**config.mk**
```make
export PLATFORM = sky130hd
export DESIGN_NAME = pitch_tracker
export DESIGN_NICKNAME = d
export VERILOG_FILES = /design/src/rtl/pitch_tracker.sv
export SDC_FILE = /design/constraint.sdc
export NUM_CORES = 1
export LEC_CHECK = 0
export ABC_CLOCK_PERIOD_IN_PS = 3800
export BUFFER_PORTS_ARGS = -buffer_cell sky130_fd_sc_hd__buf_2
export CORE_UTILIZATION = 60
export CTS_CLUSTER_SIZE = 30
export DETAILED_ROUTE_END_ITERATION = 16
export PLACE_DENSITY = 0.8
export SYNTH_ARGS = -nofsm -noshare
export SYNTH_HDL_FRONTEND = slang
export SYNTH_SLANG_ARGS = --single-unit
```
**constraint.sdc**
```tcl
create_clock -name clk_in -period 3.8 [get_ports clk_in]
set_clock_uncertainty 0.05 [all_clocks]
set_input_delay 0 -clock clk_in [delete_from_list [all_inputs] [get_ports clk_in]]
set_output_delay 0 -clock clk_in [all_outputs]
set_load 0.01 [all_outputs]
```
**src/rtl/pitch_tracker.sv**
```systemverilog
// pitch_tracker
//   Measures the fundamental period of a signed audio sample stream using
//   Schmitt-triggered rising zero crossings, then converts the period P into
//   the oscillator phase increment floor(2^PHASE_BITS / P) with a bit-serial
//   restoring divider. A long stretch without crossings is treated as silence
//   and drops the lock.
//
// Ports
//   clk_in           system clock
//   rst_in           asynchronous active-low reset (release synchronised inside)
//   sample_in        two's-complement audio sample
//   sample_valid_in  one-cycle strobe, sample_in is consumed only when high
//   phase_acc_out    phase increment for the oscillator, 0 means silence
//   phase_valid_out  one-cycle pulse when phase_acc_out takes a new value
//   locked_out       high while a valid pitch is being tracked
module pitch_tracker #(
  parameter int SAMPLE_WIDTH = 16,
  parameter int HYST         = 64,
  parameter int MIN_PERIOD   = 8,
  parameter int MAX_PERIOD   = 2047,
  parameter int PHASE_BITS   = 24
) (
  input  logic                    clk_in,
  input  logic                    rst_in,
  input  logic [SAMPLE_WIDTH-1:0] sample_in,
  input  logic                    sample_valid_in,
  output logic [PHASE_BITS-1:0]   phase_acc_out,
  output logic                    phase_valid_out,
  output logic                    locked_out
);

  // Period counter wide enough to hold MAX_PERIOD itself.
  localparam int CNT_W     = $clog2(MAX_PERIOD + 1);
  // The dividend 2^PHASE_BITS has PHASE_BITS+1 bits, one quotient bit per step.
  localparam int DIV_STEPS = PHASE_BITS + 1;
  localparam int STEP_W    = $clog2(DIV_STEPS);

  localparam logic signed [SAMPLE_WIDTH-1:0] HYST_POS = SAMPLE_WIDTH'(HYST);
  localparam logic signed [SAMPLE_WIDTH-1:0] HYST_NEG = SAMPLE_WIDTH'(-HYST);

  localparam logic [CNT_W-1:0]  CNT_ONE    = CNT_W'(1);
  localparam logic [CNT_W-1:0]  CNT_MAX_M1 = CNT_W'(MAX_PERIOD - 1);
  localparam logic [CNT_W-1:0]  CNT_MIN    = CNT_W'(MIN_PERIOD);
  localparam logic [CNT_W:0]    CNT_LIMIT  = (CNT_W + 1)'(MAX_PERIOD);
  localparam logic [STEP_W-1:0] STEP_ONE   = STEP_W'(1);
  localparam logic [STEP_W-1:0] STEP_LAST  = STEP_W'(DIV_STEPS - 1);

  localparam logic [1:0] ST_IDLE   = 2'd0;
  localparam logic [1:0] ST_DIVIDE = 2'd1;
  localparam logic [1:0] ST_DONE   = 2'd2;

  // Reset synchroniser
  logic [1:0] rst_sync_q;
  logic       rst_n_s;

  // Crossing detector state
  logic             armed_q,    armed_d;
  logic             ref_seen_q, ref_seen_d;
  logic [CNT_W-1:0] cnt_q,      cnt_d;

  // Divider state; start_q is the one-cycle latch stage ahead of DIVIDE
  logic [1:0]            state_q, state_d;
  logic                  start_q, start_d;
  logic [CNT_W-1:0]      p_q,     p_d;
  logic [CNT_W:0]        rem_q,   rem_d;
  logic [PHASE_BITS-1:0] quo_q,   quo_d;
  logic [STEP_W-1:0]     step_q,  step_d;

  // Output registers
  logic [PHASE_BITS-1:0] phase_q,  phase_d;
  logic                  pvalid_q, pvalid_d;
  logic                  locked_q, locked_d;

  // Decode
  logic                  above_s;
  logic                  below_s;
  logic                  cross_s;
  logic [CNT_W:0]        cnt_inc_s;
  logic [CNT_W-1:0]      period_s;
  logic                  timeout_s;
  logic                  busy_s;
  logic                  accept_s;
  logic                  first_step_s;
  logic [CNT_W:0]        p_ext_s;
  logic [CNT_W:0]        rem_shift_s;
  logic                  ge_s;
  logic [CNT_W:0]        rem_next_s;
  logic [PHASE_BITS-1:0] quo_next_s;

  // Reset synchroniser: assertion propagates at once, release waits two edges.
  always_ff @(posedge clk_in or negedge rst_in) begin
    if (!rst_in) begin
      rst_sync_q <= 2'b00;
    end else begin
      rst_sync_q <= {rst_sync_q[0], 1'b1};
    end
  end

  assign rst_n_s = rst_sync_q[1];

  // Schmitt trigger, period measurement and acceptance decode.
  always_comb begin
    above_s   = ($signed(sample_in) >= HYST_POS);
    below_s   = ($signed(sample_in) <  HYST_NEG);
    cross_s   = sample_valid_in && armed_q && above_s;
    cnt_inc_s = {1'b0, cnt_q} + {1'b0, CNT_ONE};
    period_s  = cnt_q + CNT_ONE;
    // A crossing always wins over a timeout on the same sample.
    timeout_s = sample_valid_in && !cross_s && (cnt_inc_s >= CNT_LIMIT);
    // The latch cycle and the DONE cycle both count as busy.
    busy_s    = start_q || (state_q != ST_IDLE);
    accept_s  = cross_s && ref_seen_q && (period_s >= CNT_MIN) && !busy_s;
  end

  // Detector next state; nothing moves on cycles without a valid sample.
  always_comb begin
    armed_d    = armed_q;
    ref_seen_d = ref_seen_q;
    cnt_d      = cnt_q;
    if (timeout_s) begin
      // Silence: forget the reference crossing and park the counter.
      armed_d    = 1'b0;
      ref_seen_d = 1'b0;
      cnt_d      = CNT_MAX_M1;
    end else if (cross_s) begin
      // The first crossing after silence only becomes the reference.
      armed_d    = 1'b0;
      ref_seen_d = 1'b1;
      cnt_d      = {CNT_W{1'b0}};
    end else if (sample_valid_in) begin
      cnt_d = cnt_q + CNT_ONE;
      if (below_s) begin
        armed_d = 1'b1;
      end else begin
        armed_d = armed_q;
      end
    end else begin
      cnt_d = cnt_q;
    end
  end

  // One restoring-division step. The dividend is a single 1 followed by
  // zeros, so only the first step shifts in a 1.
  always_comb begin
    first_step_s = (step_q == {STEP_W{1'b0}});
    p_ext_s      = {1'b0, p_q};
    rem_shift_s  = (rem_q << 1'b1) | {{CNT_W{1'b0}}, first_step_s};
    ge_s         = (rem_shift_s >= p_ext_s);
    if (ge_s) begin
      rem_next_s = rem_shift_s - p_ext_s;
    end else begin
      rem_next_s = rem_shift_s;
    end
    // The quotient MSB (weight 2^PHASE_BITS) is always 0 because P >= 2,
    // so it is allowed to fall off the top of the shift register.
    quo_next_s = (quo_q << 1'b1) | {{(PHASE_BITS-1){1'b0}}, ge_s};
  end

  // Divider FSM and output update; a timeout aborts any division in flight.
  always_comb begin
    state_d  = state_q;
    start_d  = 1'b0;
    p_d      = p_q;
    rem_d    = rem_q;
    quo_d    = quo_q;
    step_d   = step_q;
    phase_d  = phase_q;
    pvalid_d = 1'b0;
    locked_d = locked_q;
    if (timeout_s) begin
      state_d  = ST_IDLE;
      start_d  = 1'b0;
      phase_d  = {PHASE_BITS{1'b0}};
      locked_d = 1'b0;
      // Pulse only on the falling edge of lock.
      pvalid_d = locked_q;
    end else begin
      if (accept_s) begin
        start_d = 1'b1;
        p_d     = period_s;
      end else begin
        start_d = 1'b0;
      end
      case (state_q)
        ST_IDLE: begin
          if (start_q) begin
            state_d = ST_DIVIDE;
            rem_d   = {(CNT_W+1){1'b0}};
            quo_d   = {PHASE_BITS{1'b0}};
            step_d  = {STEP_W{1'b0}};
          end else begin
            state_d = ST_IDLE;
          end
        end
        ST_DIVIDE: begin
          rem_d  = rem_next_s;
          quo_d  = quo_next_s;
          step_d = step_q + STEP_ONE;
          if (step_q == STEP_LAST) begin
            state_d = ST_DONE;
          end else begin
            state_d = ST_DIVIDE;
          end
        end
        ST_DONE: begin
          phase_d  = quo_q;
          pvalid_d = 1'b1;
          locked_d = 1'b1;
          state_d  = ST_IDLE;
        end
        default: begin
          state_d = ST_IDLE;
        end
      endcase
    end
  end

  // State registers.
  always_ff @(posedge clk_in or negedge rst_n_s) begin
    if (!rst_n_s) begin
      armed_q    <= 1'b0;
      ref_seen_q <= 1'b0;
      cnt_q      <= {CNT_W{1'b0}};
      state_q    <= ST_IDLE;
      start_q    <= 1'b0;
      p_q        <= {CNT_W{1'b0}};
      rem_q      <= {(CNT_W+1){1'b0}};
      quo_q      <= {PHASE_BITS{1'b0}};
      step_q     <= {STEP_W{1'b0}};
      phase_q    <= {PHASE_BITS{1'b0}};
      pvalid_q   <= 1'b0;
      locked_q   <= 1'b0;
    end else begin
      armed_q    <= armed_d;
      ref_seen_q <= ref_seen_d;
      cnt_q      <= cnt_d;
      state_q    <= state_d;
      start_q    <= start_d;
      p_q        <= p_d;
      rem_q      <= rem_d;
      quo_q      <= quo_d;
      step_q     <= step_d;
      phase_q    <= phase_d;
      pvalid_q   <= pvalid_d;
      locked_q   <= locked_d;
    end
  end

  assign phase_acc_out   = phase_q;
  assign phase_valid_out = pvalid_q;
  assign locked_out      = locked_q;

endmodule

```
* After elaboration in Yosys (flattened, before gate mapping)
Index checks and enable logic that the tools add are counted.
** Cells by class
- Reduce and logical (&&, ||, !) cells :: 21
- Multiplexer cells :: 28
- Eq/ne operators :: 4
- Order comparisons :: 5
- Add/subtract/negate cells :: 4
- Bitwise operators :: 3
** Operators with widths (number)
- $mux 24 :: 3
- $mux 11 :: 5
- $pmux 24 s2 :: 1
- $or 24x1->24 :: 1
- $pmux 11 s2 :: 1
- $ge 16x8->1 const B :: 1
- $lt 16x7->1 const B :: 1
- $mux 1 :: 13
- $add 11x1->12 const B :: 1
- $ge 12x11->1 :: 1
- $ge 12x11->1 const B :: 1
- $or 12x1->12 :: 1
- $add 11x1->11 const B :: 1
- $ge 11x4->1 const B :: 1
- $sub 11x11->11 :: 1
- $pmux 5 s2 :: 1
- $reduce_bool 2->1 :: 4
- $logic_and 1x1->1 :: 7
- $reduce_bool 3->1 :: 2
- $add 5x1->5 const B :: 1
- $eq 5x5->1 const B :: 1
- $logic_not 5->1 :: 1
- $mux 5 :: 1
- $mux 2 :: 2
- other kinds (10) :: 12
** Storage, ports and cells
- Input port bits :: 19
- Output and inout bits :: 26
- Register bits after elaboration :: 95
- Logic and storage cells :: 78

* Depth between registers and ports, before layout
- Depth after elaboration :: 7
- Depth in mapped cells :: 13
- Depth with buffers taken out :: 12

* Worst setup path after synthesis
Ideal clock, no wire load.
- Kind :: flip-flop to flip-flop
- Start point :: register step_q[0]
- End point :: register rem_q[9]
- Period minus slack after synthesis :: 3325 ps
- Buffers on the path :: 1
- Data arrival time :: 3155 ps
- Data required time :: 3630 ps
- Setup time :: 120 ps
- Slack :: 475 ps
- Cell stages (with the launch flop) :: 14
- Cell sequence :: dfrtp_1 -> inv_1 -> ha_1 -> or4b_2 -> ha_1 -> fa_1 -> nand2b_1 -> a211oi_1 -> nor3_1 -> o22ai_1 -> or2_1 -> buf_2 -> nand4_1 -> a31o_1
** Between the ends
- Longest elaborated chain between the ends :: 5
- Elaborated cells on any way between the ends :: 6
- Classes of those cells :: add/sub (1); order compare (1); mux (2); bitwise (1); reduce/logical (1)
** RTL lines
- start: declaration :: line 67 : logic [STEP_W-1:0] step_q, step_d;
- start signal: assignment :: line 229 : step_q <= {STEP_W{1'b0}};
- start signal: assignment :: line 242 : step_q <= step_d;
- $logic_not 5->1 * :: line 145 : first_step_s = (step_q == {STEP_W{1'b0}});
- $or 12x1->12 * :: line 147 : rem_shift_s = (rem_q << 1'b1) | {{CNT_W{1'b0}}, first_step_s};
- $sub 11x11->11 / $ge 12x11->1 (equally long branches) :: line 150, 148
- $mux 11 * :: line 149 : if (ge_s) begin
- $pmux 11 s2 * :: line 184 : case (state_q)
- end signal: assignment :: line 227 : rem_q <= {(CNT_W+1){1'b0}};
- end signal: assignment :: line 240 : rem_q <= rem_d;
- end: declaration :: line 65 : logic [CNT_W:0] rem_q, rem_d;
Mark *: on every way between the ends. The rest lies on a longest branch, timed or not.
A chain may end at the register's enable or synchronous reset.

* Worst setup path after layout
- Start point :: register step_q[0]
- End point :: register rem_q[5]
Same word-level chain as after synthesis.

==> flow_summary.toml <==
[setup_path]
crit_family = "simple AND/OR/NAND/NOR gates"
crit_top_cell = "ha_1"
cp.required_ns = 3.98
cp_cell_sequence = "inv_1 > ha_1 > or4b_2 > ha_1 > fa_1 > nand2b_1 > a211oi_1 > nor3_1 > o22ai_2 > or2_4 > buf_4 > mux2i_1 > o2bb2ai_1"
crit_type = "flip-flop to flip-flop"
crit_buf_inv = 2
crit_path_start_kind = "flip-flop"
path_max_fanout = 7
end_kind = "flip-flop"
arrival_ns = 3.67
crit_slowest_cell = "or4b_2"
cpPeakStageDelay_ns = 0.64

[synthesis]
synthAdderAreaFrac_pct = 4.21
synth_edf_count = 0
ys_seq_area_share_pct = 48.2
synthesis.area_um2 = 4940
synthTopCellsByCount = "95 x dfrtp_1, 63 x nand2_1, 42 x a21oi_1"
syn_nets = 519
synth_cell_types = 65
synth_top_area_cell = "dfrtp_1"
ys_async_sr_fraction_pct = 100
synth_top_family_by_area = "compound AO/OA/AOI/OAI gates"
synth_simple_gate_area_share_pct = 15.5
synth_flop_cell = "dfrtp_1"
synth_compound_area_share_pct = 18.4
synth-seq-cells = 95
synthCells = 484
netlist.area_leader.share_pct = 48.2
synth_area_leaders = "dfrtp_1 48%, nand2_1 4.8%, a22o_1 4.6%"
synth.most_common_cell = "dfrtp_1"
synth_warnings = 0
synth_mux_area_share_pct = 5.50
syn_avg_cell_area_um2 = 10.2
synth_xor_area_share_pct = 2.84

[drt]
drc = 0
dr_total_vias = 3675
wirelength_um = 9770
firstDrtPassIters = 4
via_per_inst = 5.94
ant_nets = 0
drt_iter0_markers = 176
post_drt_wl_per_cell_um = 15.8

[grt]
grt_max_degree = 73
grt_overflow = 0
grt_pass1_vias = 3585
grt_pass1_wl_um = 16800
grt_usage_pct = 24.9
antenna_found_initial = 0

[timing]
clock.fmax_ghz = 0.287
fin_crit_sh_pct = 91.7
slew_headroom_pct = 37.2
period_needed_ns = 3.48
setup_viol = 0
finalHoldViolCount = 0
rsz0062_at_grt = "no"
drv_slew = 0
tightest_slew_ns = 0.942
setup_tns_ns = 0

[clock_network]
cts_root_buf = "clkbuf_8"
htreeDepth = 3
clk_path_buf_depth = 2
postCtsSetupBuffers = 0
clkTransAtPathRegs_ns = 0.09
insertion_delay_ns = 0.36
numCtsBuffers = 9
cts_tree = "yes"
clkSinkCount = 95

[min_path]
hold_path.class = "primary input to flip-flop"

[layout]
n_antenna_cell = 0
fin_util_pct = 68.2
fin_cells = 619
syn2layout_area_growth_pct = 8.41
drive_gt1_share_pct = 15.7
design_area_um2 = 5350
fin_nets = 547

[place]
numPortBuffers = 38
detailed_place_hpwl_um = 6740
routabilityCongestion = 0.836
place_area_um2 = 5120
dpl.cell_count = 599

[floorplan]
core_um2 = 7850
die_height_um = 92.7
boundaryPins = 45
die_x_um = 92.7
start_util_pct = 62.9
num_rows = 32
dieArea_um2 = 8600

[power_and_ir_drop]
combPwrFrac_pct = 43.3
powerDensity_nw_per_um2 = 745
power.net_switching_uw = 1570
vdd.ir_drop.worst_uv = 441
p_clk_share_pct = 15.5
p_seq_share_pct = 41.2
swShare_pct = 39.3
power.internal_uw = 2420
power.leakage_uw = 0.00245

[flow_run]
cap_violations = 0

[outcome]
status = "finished, final reports clean"
==> worst reg2reg max path: cells and delay by family, from the launching register on <==
family / cells / cell delay (ns)
simple gates: 4 / 1.13
fa+ha+maj: 3 / 0.80
compound gates: 3 / 0.50
flops: 1 / 0.42
buf+inv: 2 / 0.26
mux: 1 / 0.21
==> flip-flops by register name, indices dropped and copies added, names as in the netlist, 2 cells and up <==
signal	flops
cnt_q	11
quo_q	24
p_q	11
rst_sync_q	2
rem_q	11
state_q	2
step_q	5
phase_acc_out	24
==> final timing paths <==
| path | startpoint | to | slack [ns] | cells after the start |
|---|---|---|---|---|
| max | step_q[0] | rem_q[5] | 0.32 | 13 |
| min | sample_valid_in | cnt_q[3] | 0.03 | 2 |
| max reg2reg | step_q[0] | rem_q[5] | 0.32 | 13 |
| min reg2reg | rst_sync_q[0] | rst_sync_q[1] | 0.32 | 0 |
| max in group asynchronous | rst_sync_q[1] | p_q[10] | 2.44 | 1 |
| min in group asynchronous | rst_sync_q[1] | quo_q[11] | 0.41 | 0 |
==> power by group through the flow <==
stage	logic [µW]	clock network, µW	registers [µW]
floorplan	1270	0	1660
global placement	1640	0	1640
detailed placement	1690	0	1660
CTS	1710	634	1640
global route	1930	672	1690
finish	1730	620	1640
==> stage by stage <==
stage	hold slack, ns	total power (µW)	setup WS (ns)
2_1_floorplan	-0.346	2920	0.475
3_3_place_gp	-0.266	3280	0.278
3_5_place_dp	-0.264	3350	0.209
4_1_cts	0.0159	3990	0.197
5_1_grt	0.0514	4300	0.0851
6_report	0.0288	3990	0.316
==> cells in the final DEF (no fill, tap or decap), types with 7 or more instances in the layout <==
cell type / Yosys / layout
nand4_1: 8 / 8
buf_2: 6 / 38
a21oi_1: 42 / 42
nand2_1: 63 / 63
xnor2_1: 12 / 12
nand3_1: 17 / 17
a22o_1: 26 / 26
mux2i_1: 17 / 17
o2bb2ai_1: 7 / 7
a31oi_1: 7 / 7
ha_1: 15 / 15
nor3_1: 8 / 8
o21ai_0: 10 / 10
inv_1: 22 / 22
clkbuf_8: 0 / 9
dfrtp_1: 95 / 94
nor2_1: 16 / 16
==> metal layers <==
metal  global-route usage (%)  part of all wire (%)
met5                        0                     0
met4                     6.03                  0.79
met3                     4.52                   3.4
met2                     41.5                    49
met1                     34.0                    47
==> cells by family (layout without fill, tap and decap cells) <==
group / Yosys count / after routing
xor+xnor: 16 / 16
other cells: 1 / 1
mux: 25 / 25
buf+inv: 53 / 86
simple gates: 150 / 150
compound gates: 128 / 128
flops: 95 / 95
fa+ha+maj: 16 / 16
==> cell type report <==
type | count | area (µm²)
fillers | 631 | 2490
inverters | 22 | 82.6
flip-flops and latches | 95 | 2380
multi-input cells | 336 | 2310
well taps | 102 | 128
clock buffers | 10 | 128
repair buffers | 48 | 275
clock inverters | 6 | 52.6
==> what timing repair did <==
action / 4_1_cts / 5_1_grt
endpoints found under the setup margin: 0 / 6
hold buffers: 4 / 0
resized for setup: 0 / 2
endpoints found under the hold margin: 3 / 0
No activity file was read; power rests on OpenSTA's default activity.
